### config.mk
export PLATFORM = sky130hd
export DESIGN_NAME = interval_timer_flat
export DESIGN_NICKNAME = d
export VERILOG_FILES = /design/src/rtl/interval_timer_if.sv /design/src/rtl/interval_timer.sv /design/src/flat_wrapper.sv
export SDC_FILE = /design/constraint.sdc
export NUM_CORES = 1
export LEC_CHECK = 0
export CAP_MARGIN = 15
export CORE_ASPECT_RATIO = 0.5
export CORE_MARGIN = 8
export CORE_UTILIZATION = 30
export DETAILED_ROUTE_END_ITERATION = 8
export SYNTH_ARGS = -nofsm -noshare
export SYNTH_HDL_FRONTEND = slang
export SYNTH_SLANG_ARGS = --single-unit
### constraint.sdc
create_clock -name Clk -period 3 [get_ports Clk]
set_clock_uncertainty 0.1 [all_clocks]
set_input_delay 0.9 -clock Clk [delete_from_list [all_inputs] [get_ports Clk]]
set_output_delay 0.9 -clock Clk [all_outputs]
set_load 0.05 [all_outputs]
### src/rtl/interval_timer_if.sv
// Control/status bundle between the light-sequencing FSM (master) and interval_timer (slave).
interface interval_timer_if #(
    parameter int WIDTH = 8
);
    logic             ST;
    logic             Stop;
    logic             En;
    logic             Ld;
    logic [WIDTH-1:0] TsVal;
    logic [WIDTH-1:0] TlVal;
    logic [WIDTH-1:0] Value;
    logic             Busy;
    logic             TS;
    logic             TL;
    logic             Sat;
    logic             TSP;
    logic             TLP;

    modport master (
        output ST, Stop, En, Ld, TsVal, TlVal,
        input  Value, Busy, TS, TL, Sat, TSP, TLP
    );

    modport slave (
        input  ST, Stop, En, Ld, TsVal, TlVal,
        output Value, Busy, TS, TL, Sat, TSP, TLP
    );
endinterface

### src/rtl/interval_timer.sv
// Saturating interval timer with loadable short/long thresholds.
// Define INTERVAL_TIMER_PULSE_EN to build the TSP/TLP rising-edge pulse logic.
module interval_timer #(
    parameter int WIDTH   = 8,
    parameter int TS_INIT = 4,
    parameter int TL_INIT = 14
) (
    input  logic              Clk,
    input  logic              Rst,
    interval_timer_if.slave   tmr
);
    typedef enum logic [1:0] {
        IDLE,
        RUN,
        HOLD
    } state_t;

    state_t           state;
    logic [WIDTH-1:0] count;
    logic [WIDTH-1:0] thr_s;
    logic [WIDTH-1:0] thr_l;
    logic             busy;
    logic             ts;
    logic             tl;

    // En is resampled every active edge, so the edge that resumes from HOLD also counts.
    always_ff @(posedge Clk) begin
        if (Rst) begin
            state <= IDLE;
            count <= '0;
            thr_s <= WIDTH'(TS_INIT);
            thr_l <= WIDTH'(TL_INIT);
        end else begin
            if (tmr.Ld) begin
                thr_s <= tmr.TsVal;
                thr_l <= tmr.TlVal;
            end
            if (tmr.ST) begin
                state <= RUN;
                count <= '0;
            end else if (tmr.Stop) begin
                state <= IDLE;
                count <= '0;
            end else if (state != IDLE) begin
                state <= tmr.En ? RUN : HOLD;
                if (tmr.En && (count != '1)) begin
                    count <= count + WIDTH'(1);
                end
            end
        end
    end

    assign busy = (state != IDLE);
    assign ts   = busy && (count >= thr_s);
    assign tl   = busy && (count >= thr_l);

    assign tmr.Value = count;
    assign tmr.Busy  = busy;
    assign tmr.TS    = ts;
    assign tmr.TL    = tl;
    assign tmr.Sat   = busy && (count == '1);

`ifdef INTERVAL_TIMER_PULSE_EN
    logic ts_q;
    logic tl_q;

    always_ff @(posedge Clk) begin
        if (Rst) begin
            ts_q <= 1'b0;
            tl_q <= 1'b0;
        end else begin
            ts_q <= ts;
            tl_q <= tl;
        end
    end

    assign tmr.TSP = ts & ~ts_q;
    assign tmr.TLP = tl & ~tl_q;
`else
    assign tmr.TSP = 1'b0;
    assign tmr.TLP = 1'b0;
`endif
endmodule
### src/flat_wrapper.sv
// flat-port wrapper written by rule: the top's interface ports become plain ports
module interval_timer_flat 
#(
    parameter int WIDTH   = 8,
    parameter int TS_INIT = 4,
    parameter int TL_INIT = 14
)
  (Clk, Rst, tmr_ST, tmr_Stop, tmr_En, tmr_Ld, tmr_TsVal, tmr_TlVal, tmr_Value, tmr_Busy, tmr_TS, tmr_TL, tmr_Sat, tmr_TSP, tmr_TLP);
  interval_timer_if #(.WIDTH(WIDTH)) tmr_i ();
  input  logic Clk;
  input  logic Rst;
  input wire logic [$bits(tmr_i.ST)-1:0] tmr_ST;
  input wire logic [$bits(tmr_i.Stop)-1:0] tmr_Stop;
  input wire logic [$bits(tmr_i.En)-1:0] tmr_En;
  input wire logic [$bits(tmr_i.Ld)-1:0] tmr_Ld;
  input wire logic [$bits(tmr_i.TsVal)-1:0] tmr_TsVal;
  input wire logic [$bits(tmr_i.TlVal)-1:0] tmr_TlVal;
  output wire logic [$bits(tmr_i.Value)-1:0] tmr_Value;
  output wire logic [$bits(tmr_i.Busy)-1:0] tmr_Busy;
  output wire logic [$bits(tmr_i.TS)-1:0] tmr_TS;
  output wire logic [$bits(tmr_i.TL)-1:0] tmr_TL;
  output wire logic [$bits(tmr_i.Sat)-1:0] tmr_Sat;
  output wire logic [$bits(tmr_i.TSP)-1:0] tmr_TSP;
  output wire logic [$bits(tmr_i.TLP)-1:0] tmr_TLP;
  assign tmr_i.ST = tmr_ST;
  assign tmr_i.Stop = tmr_Stop;
  assign tmr_i.En = tmr_En;
  assign tmr_i.Ld = tmr_Ld;
  assign tmr_i.TsVal = tmr_TsVal;
  assign tmr_i.TlVal = tmr_TlVal;
  assign tmr_Value = tmr_i.Value;
  assign tmr_Busy = tmr_i.Busy;
  assign tmr_TS = tmr_i.TS;
  assign tmr_TL = tmr_i.TL;
  assign tmr_Sat = tmr_i.Sat;
  assign tmr_TSP = tmr_i.TSP;
  assign tmr_TLP = tmr_i.TLP;
  interval_timer #(.WIDTH(WIDTH), .TS_INIT(TS_INIT), .TL_INIT(TL_INIT)) u_core (.Clk(Clk), .Rst(Rst), .tmr(tmr_i));
endmodule
==> impl_metrics.ini, run 1 <==
[status]
outcome = finished, final reports clean

[grt]
use_met1 = 0.113
gr-total-overflow = 0
grt_max_degree = 21
met3_usage = 0.0256
grt_use_total = 0.0896
grt_pass1_vias = 1128
grt_pass1_wl_um = 5360
use_met2 = 0.148
top_usage_layer = met2
antenna_found_initial = 0

[clock_tree]
cts.clk_slew.worst_paths_ps = 90
cts.path.max_buffers = 2
cts_sinks = 26
ctsHoldBuffers = 0
clock_latency_ps = 270
cts_tree = done
numCtsBuffers = 3
htreeDepth = 1
cts-root-buf = clkbuf_8

[synthesis]
postSynthAreaPerCell_um2 = 8.94
synth_top_area_share = 0.357
synth_area_mm2 = 0.00146
synth.top_cells.by_count = dfxtp_1, nor2_1, inv_1, ha_1, mux2i_1
synth.most_common_cell = dfxtp_1
synth_edf_count = 0
async_flop_share = 0
yosys_warnings = 0
synthCells = 163
synth_top_area_cell = dfxtp_1
synth-seq-cells = 26
synth_cell_types = 34
synthTopCellsByArea = dfxtp_1, ha_1, mux2i_1
synth_seq_area_share = 0.357
ys.flop_type = dfxtp_1

[setup_path]
crit_arrival_ps = 1910
cp.required_ps = 2000
worstRegToRegCells = 6
worstSetupEndpointType = primary output
critical_path_class = reg -> out
r2r-end = u_core.tmr.Value[1]
r2r_start = u_core.tmr.Value[0]
reg2reg_slack_ps = 1340
crit_path_max_fanout = 3
setup.worst_path.start_class = register

[detailed_routing]
drc_errors = 0
vias = 1194
drt_iter0_markers = 34
post_drt_wl_per_cell_um = 12.5
dr.pass1.iters = 4
routed_wirelength_um = 3370
avgViaCountPerCell = 4.44
final_antenna_net_count = 0

[final_layout]
drive_gt1_frac = 0.131
area_growth_pct = 35.5
final_core_util = 0.412
final_cell_area_mm2 = 0.00198
nNetsFinal = 239
num_antenna_cells = 0
fill_cells = 484
multi_input_area_um2 = 870
layout.area.seq_um2 = 523

[die]
dieArea_mm2 = 0.00748
num_io_pins = 36
die_y_um = 65.3
coreArea_mm2 = 0.00480
die_w_um = 115
num_rows = 18
initial_core_util = 0.304

[timing]
min_period_ps = 2910
relSlewSlack = 0.661
finalCritPeriodShare = 0.969
setup_viol = 0
finalHoldViolCount = 0
whs_ps = 394
slew_violations = 0
fmax_ghz = 0.344
tightest_slew_ps = 507
grt_setup_unrepaired = yes

[placed_design]
port-buffer-count = 33
placed_cell_area_mm2 = 0.00187
place_hpwl_um = 2730
gp_congestion = 0.730

[pwr]
powerDensity_mw_per_mm2 = 355
ir_drop_v = 0.000161
leakagePower_uw = 0.000862

[flow_run]
cap_violations = 0

[worst_hold_path]
hold_path_end = u_core.thr_l[3]
hold_path.class = reg -> reg
hp-start = u_core.thr_l[3]
whs_path_depth = 2
==> where the power goes <==
group	leakage, uW	switching, uW	internal (uW)
clock network	0.0000288	105	117
logic	0.000619	52.9	58.8
registers	0.000214	7.21	359
total	0.000862	165	535
==> worst max path at each step <==
stage,start,to,slack [ps],cells after the start
after floorplan,u_core.tmr.Value[1],tmr_Sat,20,4
after global placement,u_core.tmr.Value[0],tmr_TL,270,7
after detailed placement,u_core.tmr.Value[0],tmr_TL,220,7
after CTS,u_core.tmr.Value[0],tmr_TS,9,7
after global routing,u_core.tmr.Value[0],tmr_TS,-10,7
final,u_core.tmr.Value[0],tmr_TL,90,7
==> layout by cell type (no fill, tap or decap), types with 2 or more instances in the layout <==
| master | count |
|---|---|
| a21oi_1 | 2 |
| a31oi_1 | 4 |
| buf_4 | 4 |
| buf_6 | 2 |
| clkbuf_8 | 4 |
| clkdlybuf4s50_1 | 30 |
| conb_1 | 2 |
| dfxtp_1 | 24 |
| dfxtp_2 | 2 |
| ha_1 | 16 |
| inv_1 | 17 |
| mux2i_1 | 15 |
| nand2_1 | 9 |
| nand2b_1 | 2 |
| nand3_1 | 6 |
| nor2_1 | 23 |
| nor3_1 | 7 |
| o211ai_1 | 4 |
| o21ai_0 | 3 |
| o31a_1 | 2 |
==> through the flow <==
step,cells,TNS (ps),worst slack [ps],power [uW]
floorplan,164,0,19.4,438
global placement,264,0,265,480
detailed placement,264,0,219,483
CTS,269,0,9.49,713
global route,269,-13.2,-10.8,745
finish,269,0,93.7,700
==> sequential cells by signal (all words and copies together), names as in the netlist <==
| name | count |
|---|---|
| u_core.thr_l | 8 |
| u_core.thr_s | 8 |
| u_core.tmr.Value | 8 |
| u_core.state | 2 |
==> area by class of cell <==
type | count | area share
Tap cell | 70 | 0.0443
Timing Repair Buffer | 37 | 0.189
Multi-Input combinational cell | 114 | 0.440
Clock buffer | 4 | 0.0279
Sequential cell | 26 | 0.265
Inverter | 18 | 0.0342
==> routing by layer <==
layer | vias up | wire length (um) | part of all wire
li1 | 630 | - | -
met1 | 548 | 1650 | 0.49
met2 | 14 | 1550 | 0.46
met3 | 2 | 142 | 0.042
met4 | 0 | 23 | 0.0068
met5 | - | 0 | 0
==> cell families (layout without fill, tap and decap cells) <==
group                    count (synthesis)  count (layout)  share of synthesized area
other                                    1               2                    0.00257
XOR/XNOR                                 1               1                    0.00601
adder cells (fa/ha/maj)                 17              17                      0.146
AND/OR/NAND/NOR                         56              56                      0.185
buffers and inverters                   24              59                     0.0730
AO/OA/AOI/OAI                           23              23                      0.127
multiplexers                            15              15                      0.103
flip-flops                              26              26                      0.357
==> critical path: stages (launching register included) <==
cell       delay (ps)
dfxtp_2           340
inv_2              60
ha_4              220
nand2b_4          140
a2111oi_4         330
nor3_1             70
o31a_1            300
buf_6             160
==> what timing repair did <==
| item | CTS | global route |
|---|---|---|
| endpoints found under the setup margin | 2 | 3 |
| setup buffers | 1 | 0 |
| gates resized for setup | 2 | 5 |
| pin swaps | 2 | 4 |
| endpoints found under the hold margin | 0 | 0 |
No activity file was read; power rests on OpenSTA's default activity.
==> run 2: changes to the inputs <==
--- a/config.mk
+++ b/config.mk
@@ -9,6 +9,8 @@
 export CORE_ASPECT_RATIO = 0.5
 export CORE_MARGIN = 8
 export CORE_UTILIZATION = 30
+export CTS_BUF_LIST = sky130_fd_sc_hd__clkbuf_4 sky130_fd_sc_hd__clkbuf_8 sky130_fd_sc_hd__clkbuf_16
+export CTS_CLUSTER_DIAMETER = 40
 export DETAILED_ROUTE_END_ITERATION = 8
 export SYNTH_ARGS = -nofsm -noshare
 export SYNTH_HDL_FRONTEND = slang
==> results of run 2 <==
The final DEF is identical to that of run 1; final timing and power are the same.
==> run 3: changes to the inputs <==
--- a/config.mk
+++ b/config.mk
@@ -8,10 +8,11 @@
 export CAP_MARGIN = 15
 export CORE_ASPECT_RATIO = 0.5
 export CORE_MARGIN = 8
-export CORE_UTILIZATION = 30
+export CORE_UTILIZATION = 49
 export CTS_BUF_LIST = sky130_fd_sc_hd__clkbuf_4 sky130_fd_sc_hd__clkbuf_8 sky130_fd_sc_hd__clkbuf_16
 export CTS_CLUSTER_DIAMETER = 40
 export DETAILED_ROUTE_END_ITERATION = 8
+export PLACE_DENSITY = 0.79
 export SYNTH_ARGS = -nofsm -noshare
 export SYNTH_HDL_FRONTEND = slang
 export SYNTH_SLANG_ARGS = --single-unit
==> run 3 against run 2 <==
Against the previous run: hold slack better by 5.2 ps; first-iteration DRC count down 21%; global-route usage up 4.3 points; maximum frequency down 1.2%; non-clock buffer count unchanged; register-to-register slack better by 20 ps; via count up 4.2%; critical path depth unchanged.
==> impl_metrics.ini, run 3 (same netlist as run 1, synthesis figures left out) <==
[status]
outcome = finished, final reports clean

[clock_tree]
ctsHoldBuffers = 0
cts_sinks = 26
clock_latency_ps = 270
htreeDepth = 1
cts.clk_slew.worst_paths_ps = 90
cts.path.max_buffers = 2
cts_tree = done
numCtsBuffers = 3
cts-root-buf = clkbuf_8

[setup_path]
worstRegToRegCells = 6
path_cells = inv_1, ha_1, nand2b_4, a2111oi_4, nor3_1, o31a_1, buf_6
r2r-end = u_core.tmr.Value[1]
cp.required_ps = 2000
critPathBufInv = 2
crit_path_max_fanout = 3
crit_family = compound AO/OA/AOI/OAI gates
reg2reg_slack_ps = 1360
crit_path_top_delay_cell = dfxtp_2
slowest_delay_ps = 340
worstSetupEndpointType = primary output
setup.worst_path.start_class = register
critical_path_class = reg -> out
crit_arrival_ps = 1940
r2r_start = u_core.tmr.Value[0]

[detailed_routing]
vias = 1244
drt_iter0_markers = 27
final_antenna_net_count = 0
drc_errors = 0
routed_wirelength_um = 3370
post_drt_wl_per_cell_um = 14.1
dr.pass1.iters = 4
avgViaCountPerCell = 5.21

[worst_hold_path]
whs_path_depth = 2
hold_path.class = reg -> reg
hold_path_end = u_core.thr_l[3]
hp-start = u_core.thr_l[3]

[die]
num_rows = 14
die_w_um = 93.1
dieArea_mm2 = 0.00508
die_y_um = 54.6
initial_core_util = 0.498
coreArea_mm2 = 0.00293
num_io_pins = 36

[grt]
grt_pass1_wl_um = 5420
grt_max_degree = 21
gr-total-overflow = 0
antenna_found_initial = 0
grt_pass1_vias = 1269
grt_use_total = 0.133

[pwr]
ir_drop_v = 0.000285
powerDensity_mw_per_mm2 = 366
leakagePower_uw = 0.000871
total_power_uw = 714

[timing]
tightest_slew_ps = 503
fin_tns_setup_ps = 0
fmax_ghz = 0.340
relSlewSlack = 0.664
slew_violations = 0
finalCritPeriodShare = 0.981
finalHoldViolCount = 0
min_period_ps = 2940
setup_viol = 0

[placed_design]
gp_congestion = 0.785
place_hpwl_um = 2570
port-buffer-count = 33

[final_layout]
num_antenna_cells = 0
nNetsFinal = 239
most-common-layout-cells = clkdlybuf4s50_1, dfxtp_1, nor2_1
fill_cells = 248
area_growth_pct = 33.8
layout_commonest_cell = clkdlybuf4s50_1
drive_gt1_frac = 0.131

[flow_run]
cap_violations = 0
==> run 3: layout make-up <==
type                       count  area [um2]  area share
clock buffer                   4        55.1      0.0282
timing repair buffer          37         373       0.191
inverter                      18        67.6      0.0346
tap                           40        50.0      0.0257
multi-input combinational    114         882       0.452
sequential                    26         523       0.268
==> run 3: how the worst max path moves through the flow <==
stage | start | endpoint | slack, ps | cells after the start
5_1_grt | u_core.tmr.Value[0] | tmr_TL | -40 | 7
3_5_place_dp | u_core.tmr.Value[0] | tmr_TL | 220 | 7
3_3_place_gp | u_core.tmr.Value[0] | tmr_TL | 280 | 7
6_report | u_core.tmr.Value[0] | tmr_TL | 60 | 7
2_1_floorplan | u_core.tmr.Value[1] | tmr_Sat | 20 | 4
4_1_cts | u_core.tmr.Value[0] | tmr_TS | 8 | 7
==> run 3: repair_timing <==
item	4_1_cts	5_1_grt
buffers inserted	1	0
resized for setup	2	6
pin swaps	1	1
endpoints found under the setup margin	2	3
==> run 3: tightest hold or removal path: cells and delay by family, from the launching register on <==
kind | cells | cell delay, ps
compound gates | 1 | 80
buf+inv | 1 | 70
flops | 1 | 310
==> run 3: routing by layer <==
layer  global-route usage  wire (um)
met1                0.154       1600
met4               0.0343         11
met3               0.0301        115
met5                    0          0
met2                0.249       1650
==> run 3: through the flow <==
stage / area, um2 / hold WS [ps] / cells / utilization / worst slack (ps)
CTS: 1900 / 399 / 239 / 0.651 / 8.24
detailed placement: 1830 / 383 / 234 / 0.627 / 224
global placement: 1830 / 375 / 234 / 0.627 / 278
floorplan: 1470 / 359 / 164 / - / 19.4
finish: 1950 / 399 / 239 / 0.667 / 57.8
global route: 1950 / 412 / 239 / 0.667 / -36.9
==> run 3: power breakdown <==
group | internal, uW | total (uW) | switching, uW
clock | 118 | 231 | 113
combinational | 61.2 | 117 | 55.4
sequential | 359 | 366 | 7.02
